--- src/rtl/mem_bus_pkg.sv ---
// mem_bus_pkg: shared types for the memory bus arbiter.
// Holds FSM state, port owner and access-mode encodings.
package mem_bus_pkg;

  typedef enum logic [1:0] {
    IDLE = 2'd0,
    ADDR = 2'd1,
    DATA = 2'd2
  } state_t;

  typedef enum logic {
    OWN_I = 1'b0,
    OWN_D = 1'b1
  } owner_t;

  localparam logic [1:0] MODE_BYTE = 2'b00;
  localparam logic [1:0] MODE_HALF = 2'b01;
  localparam logic [1:0] MODE_WORD = 2'b11;

endpackage

--- src/rtl/mem_lane_align.sv ---
// mem_lane_align: byte-lane steering for data accesses.
// Strobes, store replication, load extraction, alignment.
module mem_lane_align
  import mem_bus_pkg::*;
(
  input  logic [1:0]  mode,
  input  logic [1:0]  lo,
  input  logic        wen,
  input  logic [31:0] wdata,
  input  logic [31:0] rdata,
  output logic [3:0]  wstrb,
  output logic [31:0] wrep,
  output logic [31:0] rext,
  output logic        misalign
);

  logic [31:0] rsh;

  assign rsh = rdata >> {lo, 3'b000};

  // Decode mode into lane enables, replicated data, masked load
  always_comb begin
    wstrb    = 4'b0000;
    wrep     = wdata;
    rext     = 32'h0;
    misalign = 1'b0;
    unique case (1'b1)
      (mode == MODE_BYTE): begin
        wstrb = 4'b0001 << lo;
        wrep  = {4{wdata[7:0]}};
        rext  = {24'h0, rsh[7:0]};
      end
      (mode == MODE_HALF): begin
        wstrb    = 4'b0011 << lo;
        wrep     = {2{wdata[15:0]}};
        rext     = {16'h0, rsh[15:0]};
        misalign = lo[0];
      end
      (mode == MODE_WORD): begin
        wstrb    = 4'b1111;
        rext     = rsh;
        misalign = |lo;
      end
      default: misalign = 1'b1;
    endcase
    if (!wen) wstrb = 4'b0000;
  end

endmodule

--- src/rtl/mem_bus_arbiter.sv ---
// mem_bus_arbiter: shares one memory bus between I and D ports.
// Data-first arbitration with a bounded fetch starvation window.
module mem_bus_arbiter
  import mem_bus_pkg::*;
#(
  parameter int STARVE_LIMIT = 4
) (
  input  logic        clk,
  input  logic        resetn,
  input  logic        i_req,
  input  logic [31:0] i_addr,
  output logic [31:0] i_rdata,
  output logic        i_ok,
  input  logic        d_req,
  input  logic        d_wen,
  input  logic [1:0]  d_mode,
  input  logic [31:0] d_addr,
  input  logic [31:0] d_wdata,
  output logic [31:0] d_rdata,
  output logic        d_ok,
  output logic        d_misalign,
  output logic        bus_req,
  output logic        bus_wr,
  output logic [31:0] bus_addr,
  output logic [3:0]  bus_wstrb,
  output logic [31:0] bus_wdata,
  input  logic        bus_addr_ok,
  input  logic        bus_data_ok,
  input  logic [31:0] bus_rdata
);

  localparam int CW = $clog2(STARVE_LIMIT + 1);
  localparam logic [CW-1:0] LIMIT = CW'(STARVE_LIMIT);

  state_t state;
  state_t state_nx;
  owner_t owner_q;

  logic [31:0]   addr_q;
  logic [31:0]   wdata_q;
  logic [3:0]    wstrb_q;
  logic [1:0]    mode_q;
  logic          wen_q;
  logic [CW-1:0] starve_cnt;

  logic idle;
  logic arb_en;
  logic grant_i;
  logic grant_d;
  logic mis_grant;
  logic bus_grant;
  logic complete;

  logic [1:0]  al_mode;
  logic [1:0]  al_lo;
  logic [3:0]  al_wstrb;
  logic [31:0] al_wrep;
  logic [31:0] al_rext;
  logic        al_mis;

  assign idle = (state == IDLE);

  // The ok-pulse cycle is dead: the owner still holds req.
  assign arb_en = idle && !i_ok && !d_ok;

  assign grant_i = arb_en && i_req &&
                   (!d_req || starve_cnt == LIMIT);
  assign grant_d = arb_en && d_req && !grant_i;

  assign mis_grant = grant_d && al_mis;
  assign bus_grant = grant_i || (grant_d && !al_mis);

  assign complete = bus_data_ok &&
                    ((state == ADDR && bus_addr_ok) ||
                     state == DATA);

  // Aligner sees the incoming request in IDLE, the latched one after.
  assign al_mode = idle ? d_mode : mode_q;
  assign al_lo   = idle ? d_addr[1:0] : addr_q[1:0];

  mem_lane_align u_align (
    .mode     (al_mode),
    .lo       (al_lo),
    .wen      (d_wen),
    .wdata    (d_wdata),
    .rdata    (bus_rdata),
    .wstrb    (al_wstrb),
    .wrep     (al_wrep),
    .rext     (al_rext),
    .misalign (al_mis)
  );

  // State register
  always_ff @(posedge clk or negedge resetn) begin
    if (!resetn) state <= IDLE;
    else         state <= state_nx;
  end

  // Next-state logic
  always_comb begin
    state_nx = state;
    unique case (state)
      IDLE: if (bus_grant) state_nx = ADDR;
      ADDR: begin
        if (bus_addr_ok)
          state_nx = bus_data_ok ? IDLE : DATA;
      end
      DATA: if (bus_data_ok) state_nx = IDLE;
      default: state_nx = IDLE;
    endcase
  end

  // Bus outputs: driven only while a transaction is live
  always_comb begin
    bus_req   = (state == ADDR);
    bus_wr    = 1'b0;
    bus_addr  = 32'h0;
    bus_wstrb = 4'b0000;
    bus_wdata = 32'h0;
    if (!idle) begin
      bus_wr    = wen_q;
      bus_addr  = addr_q;
      bus_wstrb = wstrb_q;
      bus_wdata = wdata_q;
    end
  end

  // Latch the granted request for the whole transaction
  always_ff @(posedge clk or negedge resetn) begin
    if (!resetn) begin
      owner_q <= OWN_I;
      addr_q  <= 32'h0;
      mode_q  <= MODE_WORD;
      wen_q   <= 1'b0;
      wstrb_q <= 4'b0000;
      wdata_q <= 32'h0;
    end else if (bus_grant) begin
      owner_q <= grant_i ? OWN_I : OWN_D;
      addr_q  <= grant_i ? i_addr : d_addr;
      mode_q  <= grant_i ? MODE_WORD : d_mode;
      wen_q   <= !grant_i && d_wen;
      wstrb_q <= grant_i ? 4'b0000 : al_wstrb;
      wdata_q <= (!grant_i && d_wen) ? al_wrep : 32'h0;
    end
  end

  // Count data wins while a fetch waits
  always_ff @(posedge clk or negedge resetn) begin
    if (!resetn) begin
      starve_cnt <= '0;
    end else if (!i_req || grant_i) begin
      starve_cnt <= '0;
    end else if (grant_d && starve_cnt != LIMIT) begin
      starve_cnt <= starve_cnt + CW'(1);
    end
  end

  // Completion pulses and returned data
  always_ff @(posedge clk or negedge resetn) begin
    if (!resetn) begin
      i_ok       <= 1'b0;
      d_ok       <= 1'b0;
      d_misalign <= 1'b0;
      i_rdata    <= 32'h0;
      d_rdata    <= 32'h0;
    end else begin
      i_ok       <= complete && owner_q == OWN_I;
      d_ok       <= (complete && owner_q == OWN_D) ||
                    mis_grant;
      d_misalign <= mis_grant;
      if (complete && owner_q == OWN_I)
        i_rdata <= bus_rdata;
      if (complete && owner_q == OWN_D)
        d_rdata <= wen_q ? 32'h0 : al_rext;
      else if (mis_grant)
        d_rdata <= 32'h0;
    end
  end

endmodule

--- config.mk ---
export PLATFORM = sky130hd
export DESIGN_NAME = mem_bus_arbiter
export DESIGN_NICKNAME = d
export VERILOG_FILES = /design/src/rtl/mem_bus_pkg.sv /design/src/rtl/mem_lane_align.sv /design/src/rtl/mem_bus_arbiter.sv
export SDC_FILE = /design/constraint.sdc
export NUM_CORES = 1
export LEC_CHECK = 0
export CAP_MARGIN = 20
export CORE_ASPECT_RATIO = 0.8
export CORE_MARGIN = 5
export CORE_UTILIZATION = 48
export DETAILED_ROUTE_END_ITERATION = 6
export HOLD_SLACK_MARGIN = 0.15
export PLACE_DENSITY = 0.85
export SLEW_MARGIN = 0
export SYNTH_ARGS = -nofsm -noshare
export SYNTH_HDL_FRONTEND = slang
export SYNTH_SLANG_ARGS = --single-unit
--- constraint.sdc ---
create_clock -name clk -period 4.7 [get_ports clk]
set_input_delay 0.705 -clock clk [delete_from_list [all_inputs] [get_ports clk]]
set_output_delay 0.705 -clock clk [all_outputs]
set_load 0.005 [all_outputs]
# Yosys cells after proc, flatten, opt, wreduce, memory -nomap -nowiden
# Index checks and enable logic that the tools add are counted.
[totals]
in_bits = 137
regBits = 144
[op_classes]
eq_ne = 9
addsub = 1
n_reduce_logical = 31
shifts = 3
mux = 26
bitwise = 1
[ops]
columns = ["operator", "count"]
rows = [
  ["two-way mux 32 bit", 7],
  ["case mux 32 bit (3 select lines)", 1],
  ["case mux 32 bit (2 select lines)", 1],
  ["right shift 32 x 5 -> 32 bit", 1],
  ["logical AND 1 bit", 14],
  ["two-way mux 2 bit", 7],
  ["two-way mux 4 bit", 3],
  ["case mux 4 bit (3 select lines)", 1],
  ["zero test 1 bit", 6],
  ["two-way mux 3 bit", 2],
  ["case mux 2 bit (3 select lines)", 1],
  ["logical OR 1 bit", 5],
  ["equality test 2 x 1 -> 1 bit (second input constant)", 2],
  ["equality test 2 bit (second input constant)", 2],
  ["zero test 2 bit", 2],
  ["inequality test 2 x 1 -> 1 bit (second input constant)", 2],
  ["nonzero test 2 bit", 2],
  ["<< shifter 1 x 2 -> 4 bit (first input constant)", 1],
  ["<< shifter 2 x 2 -> 4 bit (first input constant)", 1],
  ["adder 3 x 1 -> 3 bit (second input constant)", 1],
  ["equality test 3 bit (second input constant)", 1],
  ["inequality test 3 bit (second input constant)", 1],
  ["case mux 1 bit (3 select lines)", 1],
  ["AND reduction 3 bit", 1],
  ["other kinds (4)", 5],
]

# Logic depth before layout (Yosys ltp)
# Gate-level depths: netlist (run 1).
[logic_depth]
depth_word = 11
mapped_depth = 9

# Hierarchy
# A second synthesis (run 1) with hierarchy kept.
[hier_totals]
hier_cells = 689
area_unflattened_um2 = 7205.7
[modules_own_cells]
columns = ["mod", "area_each_um2", "instances", "seq_area_each_um2", "cells_each"]
rows = [
  ["mem_bus_arbiter", 6122.1, 1, 3606.0, 536],
  ["mem_lane_align", 1083.5, 1, 0.0, 153],
]

# Worst setup path before layout (run 1)
# Ideal clock, no wire load.
[synth_path]
kind = "input to register"
start = "input port d_addr[1]"
end = "register d_rdata[23]"
arrival_time_ps = 2072
required_time_ps = 4621
cell_stages = 6
path_slack_ps = 2549
path_cell_list = "or4b_1 o221ai_1 and2_1 o21a_1 clkbuf_1 o2bb2ai_1"
[synth_via]
elab_chain_cells = 5
elab_cells_between_ends = 9
cone_classes = "shift: 1; mux: 5; reduce/logical: 3"
[synth_rtl]
columns = ["item", "line_no", "rtl"]
rows = [
  ["start: declaration", "mem_bus_arbiter.sv:17", "input logic [31:0] d_addr,"],
  ["two-way mux 2 bit *", "mem_bus_arbiter.sv:79", "assign al_lo = idle ? d_addr[1:0] : addr_q[1:0];"],
  ["right shift 32 x 5 -> 32 bit or OR reduction 2 bit (tied branches)", "mem_lane_align.sv:19, mem_lane_align.sv:42", ""],
  ["case mux 32 bit (3 select lines) or case mux 1 bit (3 select lines) (tied branches)", "mem_lane_align.sv:27", "unique case (1'b1)"],
  ["two-way mux 32 bit or logical AND 1 bit (tied branches)", "mem_bus_arbiter.sv:174, mem_bus_arbiter.sv:70", ""],
  ["two-way mux 32 bit or nonzero test 2 bit (tied branches)", "n/a", ""],
  ["end signal: assignment", "mem_bus_arbiter.sv:174", "d_rdata <= wen_q ? 32'h0 : al_rext;"],
  ["end: declaration", "mem_bus_arbiter.sv:19", "output logic [31:0] d_rdata,"],
]
# Mark *: on every way between the ends. The rest lies on a longest branch, timed or not.
# A chain may end at the register's enable or synchronous reset.

# Final worst setup path (run 1)
[layout_path]
start = "input port d_mode[0]"
end = "register d_rdata[14]"
[layout_via]
elab_chain_cells = 5
elab_cells_between_ends = 10
cone_classes = "eq/ne: 2; mux: 5; reduce/logical: 3"
[layout_rtl]
columns = ["item", "line_no", "rtl"]
rows = [
  ["start: declaration", "mem_bus_arbiter.sv:16", "input logic [1:0] d_mode,"],
  ["two-way mux 2 bit *", "mem_bus_arbiter.sv:78", "assign al_mode = idle ? d_mode : mode_q;"],
  ["equality test 2 bit (tied with other cells)", "mem_lane_align.sv:39", "(mode == MODE_WORD): begin"],
  ["case mux 32 bit (3 select lines) or case mux 1 bit (3 select lines) (tied branches)", "mem_lane_align.sv:27", ""],
  ["two-way mux 32 bit or logical AND 1 bit (tied branches)", "mem_bus_arbiter.sv:174, mem_bus_arbiter.sv:70", ""],
  ["two-way mux 32 bit or nonzero test 2 bit (tied branches)", "n/a", ""],
]
# Marks and branches as above.

==> results of run 1 <==
[cell families (layout without fill, tap and decap cells)]
logic type | Yosys count | in the layout | synth area share, %
and+or+nand+nor | 252 | 252 | 17.8
AOI/OAI and AO/OA | 169 | 169 | 15.7
DFF | 144 | 144 | 50.1
muxes | 78 | 78 | 11.7
buffers and inverters | 62 | 326 | 4.34
adders and majority gates | 2 | 2 | 0.347
[through the flow]
| step | hold slack [ns] | setup slack, ns | cell area (um^2) |
|---|---|---|---|
| after floorplan | 0.409 | 2.55 | 7200 |
| after global placement | 0.470 | 1.31 | 10000 |
| after detailed placement | 0.473 | 1.19 | 10000 |
| after CTS | 0.445 | 1.16 | 10600 |
| after global routing | 0.484 | 1.42 | 10700 |
| final | 0.399 | 1.55 | 10700 |
[cell type report]
cell class              count  area share [%]
clock buffers              19            4.24
clock inverters            13            1.64
inverters                   8           0.281
multi-input cells         501            31.1
flip-flops and latches    144            33.8
well taps                 189            2.22
repair buffers            286            26.7
[routing by layer]
layer	global-route usage, %	up-vias	wire length, um
li1	-	3008	-
met1	37.8	3196	10400
met2	41.8	285	11100
met3	5.85	50	1660
met4	10.6	2	787
met5	0	-	13
[cell usage after synthesis, types with 3 or more instances]
cell and instances:
a21o_1 3, a21oi_1 57, a22o_1 16, a22oi_1 8
a31o_1 8, a31oi_1 18, and2_1 67, buf_1 5
buf_2 13, buf_6 8, clkbuf_1 27, dfrtp_1 142
inv_1 8, mux2_2 51, mux2i_1 27, nand2_1 75
nand3_1 28, nor2_1 49, nor2b_1 3, nor3_1 4
nor3_2 6, o21a_1 4, o21ai_0 10, o22ai_1 8
o2bb2ai_1 16, o31ai_1 9
[state kept, by name, summed over array words and instances (netlist names)]
register    count
i_ok            1
d_ok            1
addr_q         32
wen_q           1
d_rdata        32
state           2
i_rdata        32
owner_q         1
wdata_q        32
d_misalign      1
starve_cnt      3
mode_q          2
wstrb_q         4
[power groups by stage]
stage	clock, mW	sequential [mW]	combinational [mW]
floorplan	0	2.00	1.62
global placement	0	2.03	2.90
detailed placement	0	2.05	2.96
CTS	1.45	2.04	2.99
global route	1.50	2.11	3.26
finish	1.43	2.04	3.02
[critical path: stages]
cell             delay (ns)
clkdlybuf4s50_1        0.61
or4b_1                 0.48
o221ai_1               0.17
and2_1                 0.20
o21a_1                 0.88
buf_4                  0.28
o2bb2ai_1              0.13
[layout by cell type (no fill, tap or decap), types with 16 or more instances in the layout]
cell type and count:
and2_1 67, a31oi_1 18, clkdlybuf4s50_1 272, a21oi_1 56
nand3_1 26, o2bb2ai_1 16, mux2i_1 27, clkbuf_16 17
a22o_1 16, nand2_1 75, mux2_2 51, dfrtp_1 142
nor2_1 48
[worst paths after layout]
check                                    to  slack (ns)  cells after the start
worst max-delay path            d_rdata[14]        1.55                      7
worst min-delay path             wdata_q[0]        0.40                      1
worst max register to register    addr_q[4]        1.56                      5
worst min register to register  d_rdata[21]        0.49                      1
max in group asynchronous        wdata_q[1]        3.12                      2
min in group clk                d_rdata[21]        0.49                      1
==> out/metrics.yaml, run 1 <==
run_status:
  status: "complete, no violations"
layout:
  final_cells: 1160
  diodes: 0
  seqCellArea_mm2: 0.00361
  fin_nets: 1097
  fillers: 1101
  multiInputGateArea_mm2: 0.00332
  area_growth_pct: 48.2
  utilization_pct: 71.8
  drive_gt1_share_pct: 12.3
synth:
  synth.area.top_cells: "dfrtp_1 49%, mux2_2 8.0%, and2_1 5.8%, a21oi_1 4.0%, nand2_1 3.9%"
  yosysTopAreaCellShare_pct: 49.3
  postSynthCellCount: 707
  syn_nets: 846
  ys_seq_area_share_pct: 50.1
  synth_edf_count: 0
  synth_area_leader_cell: "dfrtp_1"
  synth_seq_cells: 144
  syn_area_per_cell_um2: 10.2
  async_flop_share_pct: 100
  synth.distinct_cells: 54
  ys.flop_type: "dfrtp_1"
  ys_warn_count: 0
  synth_area_mm2: 0.00720
timing:
  timing_hold_violations_final: 0
  rsz0062_at_grt: "false"
  setup_viol: 0
  finClkSkew_ns: 0.00838
  slew_headroom_pct: 24.9
  slew_violations: 0
  max_freq_mhz: 318
  tightest_slew_ns: 1.13
  tns_ns: 0
  post-route-min-period_ns: 3.15
  min_period_over_period_pct: 67.0
clock_network:
  cts_setup_buffers: 0
  cts_resized: 0
  clock_latency_ns: 0.42
  cts_tree: "yes"
  path_clk_slew_ns: 0.06
  cts_max_level: 4
  cts_buffers: 17
  clkSinkCount: 144
  postCtsHoldBufs: 0
  clock_path_buffers: 2
  cts_root_buf: "clkbuf_16"
die:
  die_h_um: 120
  die_x_um: 147
  core_mm2: 0.0149
  die-area_mm2: 0.0176
  ioPinCount: 274
  start_util_pct: 48.5
  num_rows: 40
setup_path:
  required_ns: 5.03
  cp-start-kind: "primary input"
  regToRegStartpoint: "state[0]"
  worstPathArrival_ns: 3.48
  worstPathMaxFanout: 27
  startpoint: "d_mode[0]"
  crit_path_end_kind: "flip-flop"
  critical_path_class: "primary input to flip-flop"
pwr:
  power.total_mw: 6.50
  switching_share_pct: 34.9
  seq_power_share_pct: 31.5
  p_int_mw: 4.23
  clock_power_share_pct: 22.0
  ir_drop_uv: 365
  total_leakage_power_nw: 4.55
  p_switching_mw: 2.26
  combPwrFrac_pct: 46.5
  p_per_area_mw_per_mm2: 609
placed_design:
  portBuffers: 273
  place_congestion: 0.833
  dpl.cell_count: 1125
  hpwl_um: 16800
flow_run:
  maxCapViolations: 0
worst_hold_path:
  hp-class: "primary input to async pin"
drt:
  vias: 6541
  drt-vias-per-instance: 5.64
  ant_nets: 0
  initialDrtViolationCount: 543
  drt_first_pass_iters: 5
  drc: 0
  wl_um: 24000
  detail_route.wl_per_cell_um: 20.7
global_routing:
  grt_max_degree: 103
  grt_overflow: 0
  grt_pass1_vias: 6520
  antenna_found_initial: 1
  grt_pass1_wl_um: 37400
  track_usage_pct: 27.2
No activity file was read; power rests on OpenSTA's default activity.
==> run 2: changes to the inputs <==
--- a/config.mk
+++ b/config.mk
@@ -8,10 +8,10 @@
 export CAP_MARGIN = 20
 export CORE_ASPECT_RATIO = 0.8
 export CORE_MARGIN = 5
-export CORE_UTILIZATION = 48
+export CORE_UTILIZATION = 40
 export DETAILED_ROUTE_END_ITERATION = 6
 export HOLD_SLACK_MARGIN = 0.15
-export PLACE_DENSITY = 0.85
+export PLACE_DENSITY = 0.76
 export SLEW_MARGIN = 0
 export SYNTH_ARGS = -nofsm -noshare
 export SYNTH_HDL_FRONTEND = slang
==> constraint.sdc (replaced) <==
create_clock -name clk -period 2.55 [get_ports clk]
set_input_delay 0.3825 -clock clk [delete_from_list [all_inputs] [get_ports clk]]
set_output_delay 0.3825 -clock clk [all_outputs]
set_load 0.005 [all_outputs]
==> run 2 against run 1 <==
Against the previous run:
- final cell count rose by 4.6%
- core utilization down 9.3 points
- largest power group unchanged
- power up 87%
- largest cell class unchanged
- final area is 2.6% higher
- flip-flop and latch count unchanged
- register-to-register slack lost 1.3 ns
- clock power up 81%
- critical path depth decreased by 3
- clock skew rose by 0.0030 ns
- wire length up 0.67%
- die area increased by 18%
- worst hold slack gained 0.094 ns
- critical path type is now flip-flop to primary output
==> out/metrics.yaml, run 2 (same netlist as run 1, synthesis figures left out) <==
layout:
  drive_gt1_share_pct: 13.7  # was 12.3%
  fin_nets: 1114  # was 1097
  final_common_cell: "clkdlybuf4s50_1"  # unchanged
  seqCellArea_mm2: 0.00361  # about the same
  area_growth_pct: 52.1  # was 48.2%
  final_cells: 1213  # was 1160
  design_area_mm2: 0.0110  # was 0.0107 mm^2
  final_cell_mix: "272 x clkdlybuf4s50_1, 141 x dfrtp_1, 75 x nand2_1"  # was 272 x clkdlybuf4s50_1, 142 x dfrtp_1, 75 x nand2_1
  multiInputGateArea_mm2: 0.00332  # unchanged
  diodes: 0  # unchanged
  fillers: 1451  # was 1101
setup_path:
  crit_end: "bus_wr"  # was d_rdata[14]
  reg2regPathDepth: 7  # was 5
  timing.rr.end: "wdata_q[21]"  # was addr_q[4]
  required_ns: 2.17  # was 5.03 ns
  r2r_slack_ns: 0.31  # was 1.56 ns
  cp-start-kind: "flip-flop"  # was primary input
  worstPathMaxFanout: 45  # was 27
  startpoint: "state[0]"  # was d_mode[0]
  crit_path_end_kind: "primary output"  # was flip-flop
  regToRegStartpoint: "state[0]"  # unchanged
  critical_path_class: "flip-flop to primary output"  # was primary input to flip-flop
  worstPathArrival_ns: 2.10  # was 3.48 ns
drt:
  wl_um: 24200  # was 24000 um
  ant_nets: 0  # unchanged
  vias: 6452  # was 6541
  initialDrtViolationCount: 475  # was 543
  detail_route.wl_per_cell_um: 19.9  # was 20.7 um
  drc: 0  # unchanged
  drt_first_pass_iters: 5  # unchanged
  drt-vias-per-instance: 5.32  # was 5.64
timing:
  tightest_slew_ns: 0.904  # was 1.13 ns
  post-route-min-period_ns: 2.49
  max_freq_mhz: 402
  whs_ns: 0.493  # was 0.399 ns
  setup_viol: 0  # unchanged
  slew_violations: 0  # unchanged
  finClkSkew_ns: 0.0114  # was 0.00838 ns
  min_period_over_period_pct: 97.5
  rsz0062_at_grt: "false"  # unchanged
  slew_headroom_pct: 39.3  # was 24.9%
  tns_ns: 0  # unchanged
  timing_hold_violations_final: 0  # unchanged
clock_network:
  clock_path_buffers: 2  # unchanged
  cts_buffers: 17  # unchanged
  cts_max_level: 4  # unchanged
  cts_root_buf: "clkbuf_16"  # unchanged
  cts_tree: "yes"  # unchanged
  path_clk_slew_ns: 0.06  # about the same
  clock_latency_ns: 0.42  # about the same
  clkSinkCount: 144  # unchanged
pwr:
  ir_drop_uv: 581  # was 365 uV
  clock_power_share_pct: 21.4  # was 22.0%
  p_per_area_mw_per_mm2: 1110  # was 609 mW/mm^2
  total_leakage_power_nw: 4.67  # was 4.55 nW
  p_switching_mw: 4.13  # was 2.26 mW
  combPwrFrac_pct: 47.8  # was 46.5%
  switching_share_pct: 34.0  # was 34.9%
  seq_power_share_pct: 30.9  # was 31.5%
  p_int_mw: 8.01  # was 4.23 mW
global_routing:
  grt_overflow: 0  # unchanged
  antenna_found_initial: 0  # was 1
  grt_pass1_wl_um: 38000  # was 37400 um
  track_usage_pct: 23.3  # was 27.2%
  grt_max_degree: 66  # was 103
  grt_pass1_vias: 6536  # was 6520
die:
  die_h_um: 130  # was 120 um
  die-area_mm2: 0.0208  # was 0.0176 mm^2
  core_mm2: 0.0175  # was 0.0149 mm^2
  start_util_pct: 41.1  # was 48.5%
  num_rows: 43  # was 40
  ioPinCount: 274  # unchanged
  die_x_um: 160  # was 147 um
placed_design:
  dpl.cell_count: 1179  # was 1125
  placed_area_mm2: 0.0103  # was 0.0100 mm^2
  hpwl_um: 17600  # was 16800 um
  place_congestion: 0.853  # was 0.833
  portBuffers: 273  # unchanged
worst_hold_path:
  hp-class: "flip-flop to flip-flop"  # was primary input to async pin
run_status:
  status: "complete, no violations"  # unchanged
flow_run:
  maxCapViolations: 0  # unchanged
==> run 2: cell types whose count changed in the layout (fill, tap and decap cells not counted), sizes merged <==
| cell | delta |
|---|---|
| clkinv | +2 |
| dlygate4sd3 | +1 |
| clkinvlp | -1 |
| inv | -2 |
| buf | +16 |
| clkbuf | +1 |
==> run 2: through the flow <==
step	power, mW	setup WS [ns]	util, %
finish	12.1	0.0636	62.5
global route	12.9	0.00000777	62.5
CTS	12.2	0.0297	62.4
detailed placement	9.55	0.0125	58.8
global placement	9.44	0.0693	58.8
floorplan	6.66	0.494	-
==> run 2: worst min-delay path by stage <==
| stage | end | from | depth (start not counted) |
|---|---|---|---|
| 3_3_place_gp | wdata_q[0] | resetn | 1 |
| 2_1_floorplan | addr_q[0] | resetn | 0 |
| 6_report | d_rdata[22] | d_rdata[22] | 1 |
| 3_5_place_dp | addr_q[10] | resetn | 1 |
| 5_1_grt | d_rdata[22] | d_rdata[22] | 1 |
| 4_1_cts | d_rdata[20] | d_rdata[20] | 1 |
==> run 2: what timing repair did <==
action / in CTS / in global routing
hold endpoints to repair: 61 / 0
hold buffers: 1 / 0
buffers inserted: 0 / 0
setup endpoints to repair: 34 / 35
gates resized for setup: 1 / 4
==> run 2: area by class of cell <==
cell class / instances / share of cell area [%]
Timing Repair Buffer: 303 / 28.3
Tap cell: 225 / 2.57
Clock buffer: 20 / 4.17
Clock inverter: 12 / 1.43
Multi-Input combinational cell: 501 / 30.3
Inverter: 8 / 0.274
Sequential cell: 144 / 32.9
==> run 2: power groups by stage <==
stage	combinational, mW	sequential (mW)	clock (mW)
5_1_grt	6.30	3.87	2.75
4_1_cts	5.81	3.75	2.64
2_1_floorplan	2.99	3.68	0
3_5_place_dp	5.78	3.77	0
6_report	5.80	3.75	2.59
3_3_place_gp	5.70	3.74	0
==> run 2: metal layers <==
metal | global-route usage (%) | vias to the layer above | share of wire [%]
li1 | - | 3050 | -
met1 | 33.6 | 3145 | 46
met2 | 35.4 | 221 | 45
met3 | 4.67 | 36 | 5.6
met4 | 8.40 | 0 | 2.8
met5 | 0 | - | 0
==> run 2: worst max-delay path: stages, from the launching register on <==
cell	delay, ns
dfrtp_2	0.44
or2_2	0.37
buf_12	0.19
and2_1	0.17
clkdlybuf4s50_1	0.49
